===== config.mk =====
export PLATFORM = sky130hd
export DESIGN_NAME = uart_rx_ctrl
export DESIGN_NICKNAME = d
export VERILOG_FILES = /design/src/rtl/uart_rx_ctrl.sv
export SDC_FILE = /design/constraint.sdc
export NUM_CORES = 1
export LEC_CHECK = 0
export BUFFER_PORTS_ARGS = -buffer_cell sky130_fd_sc_hd__buf_2
export CELL_PAD_IN_SITES_DETAIL_PLACEMENT = 0
export CELL_PAD_IN_SITES_GLOBAL_PLACEMENT = 1
export CORE_MARGIN = 4
export CORE_UTILIZATION = 45
export DETAILED_ROUTE_END_ITERATION = 16
export GPL_TIMING_DRIVEN = 0
export PLACE_DENSITY = 0.9
export RECOVER_POWER = 25
export SLEW_MARGIN = 15
export SYNTH_ARGS = -nofsm -noshare
export SYNTH_HDL_FRONTEND = slang
export SYNTH_SLANG_ARGS = --single-unit

===== constraint.sdc =====
create_clock -name clk -period 2.13 [get_ports clk]
set_input_delay 0.639 -clock clk [delete_from_list [all_inputs] [get_ports clk]]
set_output_delay 0.639 -clock clk [all_outputs]
set_load 0.05 [all_outputs]

===== src/rtl/uart_rx_ctrl.sv =====
// UART receive sequencer: verifies the start bit at mid-bit, samples DATA_BITS
// data bits LSB-first at bit centres, checks the stop bit and holds the word
// in a valid/ready output register. Reports framing errors and overruns as pulses.
module uart_rx_ctrl #(
  parameter int CLKS_PER_BIT = 16,
  parameter int DATA_BITS    = 8
) (
  input  logic                 clk,
  input  logic                 reset,
  input  logic                 rx_in,
  input  logic                 strt_bit,
  input  logic                 rd_ready,
  output logic [DATA_BITS-1:0] rx_data,
  output logic                 rx_valid,
  output logic                 frame_err,
  output logic                 overrun,
  output logic                 busy
);

  localparam int CW   = $clog2(CLKS_PER_BIT);
  localparam int BW   = $clog2(DATA_BITS);
  localparam int HALF = CLKS_PER_BIT / 2;

  localparam logic [CW-1:0] HALF_M1  = CW'(HALF - 1);
  localparam logic [CW-1:0] FULL_M1  = CW'(CLKS_PER_BIT - 1);
  localparam logic [BW-1:0] LAST_BIT = BW'(DATA_BITS - 1);

  localparam logic [1:0] IDLE  = 2'd0;
  localparam logic [1:0] START = 2'd1;
  localparam logic [1:0] DATA  = 2'd2;
  localparam logic [1:0] STOP  = 2'd3;

  logic [1:0]           state;
  logic [CW-1:0]        cnt;
  logic [BW-1:0]        bit_idx;
  logic [DATA_BITS-1:0] shreg;

  logic stop_sample;
  logic frame_done;

  // Stop-bit sample point and the good-frame condition derived from it.
  always_comb begin
    stop_sample = (state == STOP) && (cnt == FULL_M1);
    frame_done  = stop_sample && rx_in;
  end

  // Bit-timing FSM: cycle counter, bit index, shift register and busy flag.
  always_ff @(posedge clk) begin
    if (reset) begin
      state   <= IDLE;
      cnt     <= '0;
      bit_idx <= '0;
      shreg   <= '0;
      busy    <= 1'b0;
    end else begin
      case (state)
        IDLE: begin
          if (strt_bit) begin
            state <= START;
            cnt   <= '0;
            busy  <= 1'b1;
          end
        end
        START: begin
          if (cnt == HALF_M1) begin
            cnt <= '0;
            if (!rx_in) begin
              state   <= DATA;
              bit_idx <= '0;
            end else begin
              // Line went back high before mid-bit: glitch, not a frame.
              state <= IDLE;
              busy  <= 1'b0;
            end
          end else begin
            cnt <= cnt + CW'(1);
          end
        end
        DATA: begin
          if (cnt == FULL_M1) begin
            cnt     <= '0;
            shreg   <= {rx_in, shreg[DATA_BITS-1:1]};
            bit_idx <= bit_idx + BW'(1);
            if (bit_idx == LAST_BIT) begin
              state <= STOP;
            end
          end else begin
            cnt <= cnt + CW'(1);
          end
        end
        default: begin // STOP
          if (cnt == FULL_M1) begin
            cnt   <= '0;
            state <= IDLE;
            busy  <= 1'b0;
          end else begin
            cnt <= cnt + CW'(1);
          end
        end
      endcase
    end
  end

  // Output word register with valid/ready handshake and error pulses.
  always_ff @(posedge clk) begin
    if (reset) begin
      rx_data   <= '0;
      rx_valid  <= 1'b0;
      frame_err <= 1'b0;
      overrun   <= 1'b0;
    end else begin
      frame_err <= stop_sample && !rx_in;
      overrun   <= 1'b0;
      if (frame_done) begin
        if (!rx_valid || rd_ready) begin
          // Slot free, or being emptied this very edge: take the new word.
          rx_data  <= shreg;
          rx_valid <= 1'b1;
        end else begin
          // Unread word is kept; the new one is lost.
          overrun <= 1'b1;
        end
      end else if (rx_valid && rd_ready) begin
        rx_valid <= 1'b0;
      end
    end
  end

endmodule


# ---- Word-level counts from Yosys, hierarchy flattened
# Index checks and enable logic that the tools add are counted.
dict set report totals {
  elab_cells 68
  in_bits 5
  reg_bits 29
}
dict set report op_classes {
  n_bitwise 2
  n_reduce_logical 18
  n_eq_ne 13
  n_mux 24
  n_addsub 2
}
# cell count
set ops {}
lappend ops {{2-bit two-way mux} 6}
lappend ops {{4-bit two-way mux} 3}
lappend ops {{2-bit != test, second input constant} 6}
lappend ops {{5-bit AND reduction} 2}
lappend ops {{3-bit two-way mux} 3}
lappend ops {{1-bit two-way mux} 8}
lappend ops {{4-bit case mux with 2 select lines} 1}
lappend ops {{2-bit case mux with 3 select lines} 1}
lappend ops {{3-bit case mux with 2 select lines} 1}
lappend ops {{2-bit AND reduction} 3}
lappend ops {{4-bit by 1-bit adder with 4-bit output, second input constant} 1}
lappend ops {{2-bit == test, second input constant} 2}
lappend ops {{4-bit by 3-bit == test with 1-bit output, second input constant} 1}
lappend ops {{4-bit == test, second input constant} 1}
lappend ops {{1-bit logical AND} 4}
lappend ops {{4-bit AND reduction} 1}
lappend ops {{2-bit nonzero test} 2}
lappend ops {{3-bit by 1-bit adder with 3-bit output, second input constant} 1}
lappend ops {{3-bit == test, second input constant} 1}
lappend ops {{1-bit case mux with 3 select lines} 1}
lappend ops {{3-bit nonzero test} 1}
lappend ops {{2-bit by 1-bit == test with 1-bit output, second input constant} 1}
lappend ops {{1-bit zero test} 2}
lappend ops {{2-bit zero test} 1}
lappend ops {{other kinds (4)} 5}

# ---- Depth between registers and ports, before layout
# Gate-level depths: netlist of run 1.
dict set report depth {
  ltp_word 5
  mapped_depth 6
  ltp_nobuf 4
}

# ---- Worst setup path before layout of run 1
# No wires, ideal clock.
dict set report synth_path {
  path_type {in2reg}
  from {input rx_in}
  to {register bit_idx[1]}
  setup_slack_ns 0.655
  arrival_ns 1.352
  path_stages 3
  cell_sequence {or4b_1 -> a21oi_2 -> o21ai_0}
}
dict set report synth_between {
  elab_chain_cells 2
}
# item line_no
set synth_rtl {}
lappend synth_rtl {{start, declared} 10} ;# input logic rx_in,
lappend synth_rtl {{2-bit != test (no source line)} --}
lappend synth_rtl {{4-bit AND reduction (no source line)} --}
lappend synth_rtl {{end signal, assigned} 83} ;# bit_idx <= bit_idx + BW'(1);
lappend synth_rtl {{end, declared} 35} ;# logic [BW-1:0] bit_idx;
# No other way between the ends.
# A chain may end at the register's enable or synchronous reset.

# ---- Worst setup path after layout of run 1
dict set report layout_path {
  from {register cnt[0]}
  to {register rx_data[3]}
}
dict set report layout_between {
  elab_chain_cells 4
}
# item line_no
set layout_rtl {}
lappend layout_rtl {{start, declared} 34} ;# logic [CW-1:0] cnt;
lappend layout_rtl {{start signal, assigned} 76} ;# cnt <= cnt + CW'(1);
lappend layout_rtl {{start signal, assigned} 88} ;# cnt <= cnt + CW'(1);
lappend layout_rtl {{start signal, assigned} 97} ;# cnt <= cnt + CW'(1);
lappend layout_rtl {{4-bit == test} 43} ;# stop_sample = (state == STOP) && (cnt == FULL_M1);
lappend layout_rtl {{1-bit logical AND} 43}
lappend layout_rtl {{1-bit logical AND} 44} ;# frame_done = stop_sample && rx_in;
lappend layout_rtl {{2-bit AND reduction (no source line)} --}
lappend layout_rtl {{end signal, assigned} 117} ;# rx_data <= shreg;
lappend layout_rtl {{end, declared} 13} ;# output logic [DATA_BITS-1:0] rx_data,
# No other way between the ends.

==> results of run 1 <==
[cell families (layout without fill, tap and decap cells)]
family / Yosys count / in the layout
AOI/OAI and AO/OA: 37 / 37
adders and majority gates: 3 / 3
and+or+nand+nor: 60 / 60
xor gates and xnor gates: 1 / 1
buffers and inverters: 17 / 40
DFF: 29 / 29
muxes: 8 / 8
[cell type report]
class,instances,area [µm²]
Buffer,13,67.6
Clock buffer,5,37.5
Clock inverter,3,65.1
Fill cell,278,1250
Inverter,4,15.0
Multi-Input combinational cell,109,656
Sequential cell,29,581
Tap cell,31,38.8
Timing Repair Buffer,15,75.1
[Yosys cell counts, types with 3 or more instances]
cell,n
a21oi_1,15
buf_2,8
clkbuf_1,3
dfxtp_1,29
ha_1,3
inv_1,4
mux2i_1,8
nand2_1,20
nand2b_1,3
nand3_1,12
nand3b_1,4
nand4_1,5
nor2_1,4
o21ai_0,15
[sequential cells by signal, summed over array words and instances (netlist names)]
name,count
bit_idx,3
busy,1
cnt,4
frame_err,1
overrun,1
rx_data,8
rx_valid,1
shreg,8
state,2
[power groups by stage]
stage                     sequential [mW]  combinational, mW  clock [mW]
after floorplan                     0.569             0.0412           0
after global placement              0.564             0.0664           0
after detailed placement            0.564             0.0674           0
after CTS                           0.552             0.0676       0.575
after global routing                0.554             0.0737       0.614
final                               0.552             0.0661       0.570
[stage by stage]
stage | total power [mW] | area [µm²]
after floorplan | 0.610 | 1330
after global placement | 0.631 | 1440
after detailed placement | 0.632 | 1440
after CTS | 1.19 | 1540
after global routing | 1.24 | 1540
final | 1.19 | 1540
[worst register-to-register path, stage by stage (launching register included)]
cell and delay (ps):
dfxtp_1 390, ha_1 160, buf_4 160, and4_4 270, and4_1 200, buf_6 160
mux2i_1 210
[worst min-delay path by stage]
stage / startpoint / end / slack, ps / cells past startpoint
3_3_place_gp: rx_data[0]$_SDFFE_PP0P_ / rx_data[0]$_SDFFE_PP0P_ / 440 / 2
4_1_cts: rx_data[1]$_SDFFE_PP0P_ / rx_data[1]$_SDFFE_PP0P_ / 460 / 2
5_1_grt: rx_data[1]$_SDFFE_PP0P_ / rx_data[1]$_SDFFE_PP0P_ / 490 / 2
6_report: rx_data[1]$_SDFFE_PP0P_ / rx_data[1]$_SDFFE_PP0P_ / 450 / 2
3_5_place_dp: rx_data[5]$_SDFFE_PP0P_ / rx_data[5]$_SDFFE_PP0P_ / 440 / 2
2_1_floorplan: shreg[0]$_SDFFE_PP0P_ / rx_data[0]$_SDFFE_PP0P_ / 430 / 2
[metal layers]
layer | up-vias | part of all wire [%] | wire (µm)
met3 | 9 | 6.1 | 185
li1 | 595 | - | -
met5 | - | 0 | 0
met4 | 0 | 2.8 | 84
met1 | 539 | 42 | 1270
met2 | 39 | 49 | 1480
==> metrics, run 1 <==
asr flop ratio synth=0%; gpl congestion=0.835; IO buf count=15; Worst Max-Slew Pin Slew=about 460 ps; slowest CP cell=dfxtp_1; CTS tree=yes; final worst-path cycle share=75.8%; maximum VDD drop=about 0.00055 V; Int Power=0.930 mW; commonest non-fill, non-tap cell in the layout=dfxtp_1; leading post-synthesis cells by cell area=dfxtp_1 44%, mux2i_1 6.0%, a21oi_1 5.7%, nand2_1 5.7%, o21ai_0 5.7%; share of the synthesized area in the top cell type=a little over two fifths; final hold violations=0; H-tree lvl count=2; clock-pin slew on the worst setup and hold paths=~100 ps; status=completed; Die Y=62.3 µm; crit-path max cell delay=390 ps; placed cell count=roughly 200; RR Startpoint=cnt[0]$_SDFFE_PP0P_; vias per inst=5.66; post-synthesis compound-gate area fraction=~16%; min Tclk post-route=~1600 ps; hold buffer count at CTS=0; Setup Fix Bufs, Post-CTS=0; HP Class=reg2reg; WP data arrival=~1900 ps; worst setup path end=rx_data[3]$_SDFFE_PP0P_; Crit Path Max Fanout=10; Clock power frac=a little under half; die area=just under 0.004 mm²; largest net degree at the start of global routing=11; Non-Filler Instances=roughly 210; RSZ-0062 raised after global routing=false; final setup fails=0; clk_lat worst skew=340 ps; max-cap check violation count=0; max-slew violation count=0; mean post-synth cell area=8.55 µm²; DP Wirelength=2.13 mm; post-synth top area cell=dfxtp_1; Post-synth EDFFs=0; Core Rows=19; CTS resizes=0; Cell Pwr Density=a little under 800 mW/mm²; synthesis-stage register bit count=29; CP Depth=6; Fin Clk Skew=6.67 ps; most used routing layer in global routing=met2; area added between synthesis and finish=15.9%; setup slack, reg-to-reg=around 520 ps; core box area=0.00278 mm²; grt total ovfl=0; crit end category=flip-flop; Post-Synth Simple-Gate Area=between 20% and 30%; Final TNS setup=0 ps; nets=between 150 and 200; post-synthesis sequential area ratio=between 40 and 50%; post-synthesis xor/xnor area fraction=less than 1%; Clock Sinks=29; Lkg Pwr=around 0.58 nW; total number of vias=1,182; DRC=0; fraction of layout cells with a size suffix above 1=a little under a fifth; kind of critical path=reg2reg; capturing point of the worst reg2reg path=rx_data[3]$_SDFFE_PP0P_; largest family of logic cells by synthesized area=simple AND/OR/NAND/NOR gates; commonest cells after routing, fill and taps aside=29 x dfxtp_1, 21 x buf_2, 20 x nand2_1; Switch Pwr=0.259 mW; post-route ant nets=0; gr usage total=between 10% and 20%; critical path startpoint=cnt[0]$_SDFFE_PP0P_; top_reg_cell synth=dfxtp_1; Peak Freq=between 600 and 700 MHz; initial antenna violation count=0; sequential cell fraction of total power=between 40% and 50%; met2 Usage GRT=a little over a quarter; data required time of the worst path=about 2400 ps; Hold WS=455 ps; vias in the first global route=around 1,200; worst reg2reg path depth=6; CP Buf/Inv Count=2; ANT cells=0; chip width=between 60 and 70 µm; IO Pins=17; GR Util met3=between 4 and 5%; met1 Use GR=roughly a fifth; post-synthesis adder-cell area fraction=under 10%; drt first pass iters=6; synthesized cell area=0.00133 mm²; dpl ws=about 420 ps; total CTS buffers=5; Logic pwr share=under 10%; Initial Util=47.6%; global-route wire length before repair=5.26 mm; aggregate routed wire length=roughly 3.0 mm; initial drt markers=28; synth warn=0; Root Buffer=clkbuf_4; switch share=between 20% and 30%; Worst setup SP type=flip-flop; number of distinct library cells after synthesis=32; Cell Chain, Critical Path=ha_1, buf_4, and4_4, and4_1, buf_6, mux2i_1; mux contribution to synthesized area=under 10%; Final Util=roughly 55%; Setup WS post-layout=about 500 ps; CP delay by family, top=simple AND/OR/NAND/NOR gates; max_slew headroom=between 60% and 70%; Wirelength per Cell=around 14 µm; Mapped Nets=163; Clock Path Buffers=2; Syn Inst Count=about 160
(Power assumes the default switching activity.)
==> run 2: changes to the inputs <==
--- a/config.mk
+++ b/config.mk
@@ -9,10 +9,10 @@
 export CELL_PAD_IN_SITES_DETAIL_PLACEMENT = 0
 export CELL_PAD_IN_SITES_GLOBAL_PLACEMENT = 1
 export CORE_MARGIN = 4
-export CORE_UTILIZATION = 45
+export CORE_UTILIZATION = 42
 export DETAILED_ROUTE_END_ITERATION = 16
 export GPL_TIMING_DRIVEN = 0
-export PLACE_DENSITY = 0.9
+export PLACE_DENSITY = 0.85
 export RECOVER_POWER = 25
 export SLEW_MARGIN = 15
 export SYNTH_ARGS = -nofsm -noshare
==> constraint.sdc (replaced) <==
create_clock -name clk -period 1.5 [get_ports clk]
set_input_delay 0.45 -clock clk [delete_from_list [all_inputs] [get_ports clk]]
set_output_delay 0.45 -clock clk [all_outputs]
set_load 0.05 [all_outputs]
==> run 2 against run 1 <==
  * Non-clock buffer count is 5 higher
  * Combinational power increased by 59%
  * Die area increased by 6.2%
  * Sequential power grew 42%
  * Critical endpoint is now rx_data[6]$_SDFFE_PP0P_
  * Clock skew about the same
  * Routed wire length rose by 2.1%
  * Total power is 13% higher
  * Clock power decreased by 20%
  * Sequential cell count did not move
  * Via count increased by 3.5%
  * Cell area is 1.5% higher
  * Clock-buffer cell count is 1 higher
  * Largest power group is now sequential cells
==> metrics, run 2 (same netlist as run 1, synthesis figures left out) <==
status=completed; Cell Pwr Density=864 mW/mm² (+12%); Non-Filler Instances=227 (+8.6%); slowest CP cell=dfxtp_2; CTS tree=yes; crit-path max cell delay=370 ps (-20 ps); core box area=0.00303 mm² (+8.9%); max_slew headroom=66.4% (-2.7 points); Final Util=51.4% (-3.7 points); vias per inst=5.39 (-4.7%); vias in the first global route=1,235 (+5.4%); Lkg Pwr=0.581 nW (+0.75%); worst hold path cell count=2 (unchanged); area added between synthesis and finish=17.6%; commonest cells after routing, fill and taps aside=27 x dfxtp_1, 22 x buf_2, 20 x nand2_1; GR Util met3=6.15% (+1.3 points); gpl congestion=0.831 (-0.42%); final hold violations=0 (unchanged); met1 Use GR=20.1% (+1.4 points); RSZ-0062 raised after global routing=true; HP Class=in2reg; largest net degree at the start of global routing=11 (unchanged); initial drt markers=47 (+68%); Worst Max-Slew Pin Slew=504 ps (+40.0 ps); maximum VDD drop=0.000498 V (-9.9%); CP delay by family, top=simple AND/OR/NAND/NOR gates; total number of vias=1,223 (+3.5%); critical path startpoint=cnt[1]$_SDFFE_PP0P_; worst reg2reg path depth=5 (-1); Logic pwr share=7.8% (+2.2 points); global-route wire length before repair=5.38 mm (+2.1%); Final TNS setup=0 ps (unchanged); max-cap check violation count=0 (unchanged); Setup WS post-layout=108 ps (-407 ps); Switch Pwr=0.355 mW (+37%); register area=583 µm² (+0.43%); CP Buf/Inv Count=1 (-1); Final Cell Area=0.00156 mm² (+1.5%); grt total ovfl=0 (unchanged); DRC=0 (unchanged); total CTS buffers=5 (unchanged); Fin Clk Skew=6.62 ps (-0.0413 ps); final worst-path cycle share=92.8% (+17 points); gr usage total=16.8% (-0.13 points); crit end category=flip-flop; clock-pin slew on the worst setup and hold paths=90 ps (about the same); dpl ws=-90.0 ps (-514 ps); IO buf count=15 (unchanged); switch share=26.4% (+4.7 points); data required time of the worst path=1770 ps (-630 ps); drt first pass iters=4 (-2); commonest non-fill, non-tap cell in the layout=dfxtp_1; RR Startpoint=cnt[1]$_SDFFE_PP0P_; Die Y=64.2 µm (+3.1%); fraction of layout cells with a size suffix above 1=23.5% (+4.4 points); Cell Chain, Critical Path=ha_4, and4_4, and4_1, buf_6, mux2i_1; Clock Path Buffers=2 (unchanged); Hold Path Origin=rx_in; nets=190 (+2.7%); placed cell count=214 (+6.5%); chip width=64.2 µm (+3.1%); sequential cell fraction of total power=58.3% (+12 points); most used routing layer in global routing=met2; ANT cells=0 (unchanged); Crit Path Max Fanout=8 (-2); WP data arrival=1660 ps (-220 ps); final setup fails=0 (unchanged); Clock power frac=33.9% (-14 points); clk_lat worst skew=330 ps (about the same); Wirelength per Cell=13.6 µm (-6.0%); Multi-input gate area=672 µm² (+2.5%); aggregate routed wire length=3.09 mm (+2.1%); DP Area=0.00146 mm² (+1.1%); Core Rows=20 (+1); post-route ant nets=0 (unchanged); Int Power=0.991 mW (+6.5%); H-tree lvl count=2 (unchanged); die area=0.00412 mm² (+6.2%); min Tclk post-route=1390 ps (-223 ps); number of fill cells in the layout=296 (+6.5%); Root Buffer=clkbuf_4; IO Pins=17 (unchanged); total design power=1.35 mW (+13%); initial antenna violation count=0 (unchanged); max-slew violation count=0 (unchanged); CP Depth=5 (-1); Initial Util=43.8% (-3.9 points); Peak Freq=719 MHz (+16%); kind of critical path=reg2reg; DP Wirelength=2.09 mm (-1.5%); Worst setup SP type=flip-flop; biggest regs=rx_data: 8 flops, shreg: 8 flops, cnt: 4 flops; met2 Usage GRT=27.0% (-0.49 points); Hold WS=394 ps (-60.6 ps); Clock Sinks=29 (unchanged)
## run 2: cell types whose count changed in the layout (fill, tap and decap cells not counted), moves of 2 or more
cell,change
bufinv_16,-2
dfxtp_1,-2
dfxtp_2,+2
buf_4,+5
## run 2: timing repair
item	CTS	global route
gates resized for setup	3	2
pin swaps	0	3
setup buffers	3	3
endpoints found under the setup margin	12	17
hold buffers	0	0
## run 2: layout make-up
cell class              count  area share [%]
flip-flops and latches     29            37.4
plain buffers              12            3.94
inverters                   4           0.964
clock inverters             2           0.643
repair buffers             21            7.71
well taps                  44            3.53
clock buffers               6            2.65
multi-input cells         109            43.1
## run 2: worst paths after layout
path,to,slack [ps]
max,rx_data[6]$_SDFFE_PP0P_,110
min,frame_err$_SDFF_PP0_,390
max reg2reg,rx_data[6]$_SDFFE_PP0P_,110
min reg2reg,rx_data[1]$_SDFFE_PP0P_,450
## run 2: power groups by stage
| stage | logic (mW) | registers (mW) | clock network, mW |
|---|---|---|---|
| 3_5_place_dp | 0.0960 | 0.801 | 0 |
| 4_1_cts | 0.101 | 0.783 | 0.475 |
| 2_1_floorplan | 0.0585 | 0.808 | 0 |
| 6_report | 0.105 | 0.785 | 0.456 |
| 3_3_place_gp | 0.0941 | 0.802 | 0 |
| 5_1_grt | 0.118 | 0.786 | 0.518 |
## run 2: routing by layer
layer	up-vias	wire length (µm)
met5	-	0
met4	0	51
met3	7	149
met2	27	1480
met1	583	1410
li1	606	-
==> run 3: changes to the inputs <==
--- a/config.mk
+++ b/config.mk
@@ -12,7 +12,7 @@
 export CORE_UTILIZATION = 42
 export DETAILED_ROUTE_END_ITERATION = 16
 export GPL_TIMING_DRIVEN = 0
-export PLACE_DENSITY = 0.85
+export PLACE_DENSITY_LB_ADDON = 0.1
 export RECOVER_POWER = 25
 export SLEW_MARGIN = 15
 export SYNTH_ARGS = -nofsm -noshare
==> run 3 against run 2 <==
  * Setup slack worse by 28 ps
  * Final cell count is the same
  * Critical path type unchanged
  * Cell area is 0.64% higher
  * Sequential share of layout area fell by 0.24 points
==> metrics, run 3 (same netlist as run 1, synthesis figures left out) <==
Met1 Wirelength=1.52 mm (+7.9%); DRC=0 (unchanged); Core Rows=20 (unchanged); max_slew headroom=66.4% (about the same); Clock Path Buffers=2 (unchanged); CP delay by family, top=simple AND/OR/NAND/NOR gates; maximum VDD drop=0.000458 V (-8.0%); Peak Freq=704 MHz (-2.0%); clock-pin slew on the worst setup and hold paths=90 ps (about the same); IO buf count=15 (unchanged); status=completed; Cell Pwr Density=881 mW/mm² (+1.9%); Wirelength per Cell=14.3 µm (+5.3%); max-slew violation count=0 (unchanged); initial drt markers=67 (+43%); Root Buffer=clkbuf_4; DR WL met2=1.48 mm (+0.61%); chip width=64.2 µm (unchanged); setup slack, reg-to-reg=80 ps (-30 ps); Worst Max-Slew Pin Slew=504 ps (+0.00930 ps); Die Y=64.2 µm (unchanged); DP Wirelength=2.15 mm (+2.6%); Cell Chain, Critical Path=ha_4, and4_4, and4_1, buf_6, mux2i_1; post-route ant nets=0 (unchanged); Initial Util=43.8% (unchanged); Hold EP=shreg[2]$_SDFFE_PP0P_; crit end category=flip-flop; ANT cells=0 (unchanged); commonest non-fill, non-tap cell in the layout=dfxtp_1; WP data arrival=1680 ps (+20 ps); total design power=1.38 mW (+2.6%); global-route wire length before repair=5.62 mm (+4.6%); nets=191 (+0.53%); area added between synthesis and finish=18.3%; Worst setup SP type=flip-flop; fraction of layout cells with a size suffix above 1=24.0% (+0.55 points); Hold Path Origin=reset; Fin Clk Skew=5.36 ps (-1.26 ps); H-tree lvl count=2 (unchanged); grt total ovfl=0 (unchanged); final worst-path cycle share=94.7% (+1.9 points); final setup fails=0 (unchanged); total number of vias=1,232 (+0.74%); WL met3=182 µm (+22%); HP Class=in2reg; worst reg2reg path depth=5 (unchanged); max-cap check violation count=0 (unchanged); vias in the first global route=1,193 (-3.4%); kind of critical path=reg2reg; capturing point of the worst reg2reg path=rx_data[0]$_SDFFE_PP0P_; largest net degree at the start of global routing=11 (unchanged); core box area=0.00303 mm² (unchanged); commonest cells after routing, fill and taps aside=27 x dfxtp_1, 20 x buf_2, 20 x nand2_1; crit-path max cell delay=360 ps (about the same); Top Layer Used=met4; final hold violations=0 (unchanged); Crit Path Max Fanout=8 (unchanged); CTS tree=yes; hold buffer count at CTS=0 (unchanged); min Tclk post-route=1420 ps (+28.2 ps); Lkg Pwr=0.587 nW (+0.97%); RR Startpoint=cnt[1]$_SDFFE_PP0P_; clk_lat worst skew=330 ps (about the same); initial antenna violation count=0 (unchanged); drt first pass iters=4 (unchanged); RSZ-0062 raised after global routing=true; slowest CP cell=dfxtp_2; IO Pins=17 (unchanged); die area=0.00412 mm² (unchanged); data required time of the worst path=1760 ps (about the same); gr usage total=17.5% (+0.71 points); Hold WS=424 ps (+29.4 ps); CP Buf/Inv Count=1 (unchanged); aggregate routed wire length=3.25 mm (+5.3%); CP Depth=5 (unchanged); worst hold path cell count=2 (unchanged); vias per inst=5.43 (+0.74%); total CTS buffers=5 (unchanged); Clock Sinks=29 (unchanged); gpl congestion=0.851 (+2.3%); biggest regs=rx_data: 8 flops, shreg: 8 flops, cnt: 4 flops
## run 3: cell count changes in the layout (fill, tap and decap cells not counted), sizes merged
cell / delta
clkbuf: +4
buf: -2
clkinv: -2
## run 3: worst max-delay path by stage
| stage | start | endpoint | slack (ps) |
|---|---|---|---|
| floorplan | cnt[0]$_SDFFE_PP0P_ | rx_data[0]$_SDFFE_PP0P_ | 70 |
| global placement | cnt[0]$_SDFFE_PP0P_ | rx_data[6]$_SDFFE_PP0P_ | -60 |
| detailed placement | cnt[0]$_SDFFE_PP0P_ | rx_data[0]$_SDFFE_PP0P_ | -100 |
| CTS | cnt[0]$_SDFFE_PP0P_ | rx_data[0]$_SDFFE_PP0P_ | -6 |
| global route | cnt[1]$_SDFFE_PP0P_ | rx_data[1]$_SDFFE_PP0P_ | -10 |
| finish | cnt[1]$_SDFFE_PP0P_ | rx_data[0]$_SDFFE_PP0P_ | 80 |
## run 3: repair_timing
item,in CTS,in global routing
endpoints found under the hold margin,0,0
endpoints found under the setup margin,15,17
resized for setup,3,2
pin swaps,1,2
buffers inserted,4,3
## run 3: area by class of cell
class | instances | area, µm²
Clock buffer | 7 | 55.1
Timing Repair Buffer | 22 | 125
Multi-Input combinational cell | 109 | 672
Tap cell | 44 | 55.1
Sequential cell | 29 | 583
Inverter | 4 | 15.0
Buffer | 12 | 62.6
Fill cell | 286 | 1460
## run 3: power by group
group | total, mW | leakage [nW] | internal [mW] | switching (mW)
sequential | 0.784 | 0.235 | 0.778 | 0.00693
clock | 0.487 | 0.0314 | 0.221 | 0.267
combinational | 0.109 | 0.320 | 0.0359 | 0.0733
total | 1.38 | 0.587 | 1.03 | 0.347
## run 3: metal layers
metal,GRT usage [%],vias to the layer above
met5,0,-
met4,7.12,0
met3,4.22,9
met2,27.7,36
met1,22.8,577
li1,-,610
## run 3: per-stage QoR
step           std cells  cell area (µm²)  setup TNS (ps)  setup slack [ps]  utilization [%]
2_1_floorplan        155             1330               0              71.3                -
3_3_place_gp         214             1460            -445             -63.4             48.1
3_5_place_dp         214             1460            -696             -95.4             48.1
4_1_cts              225             1550           -5.82             -5.82             51.1
5_1_grt              227             1570           -11.4             -10.1             51.8
6_report             227             1570               0              80.0             51.8
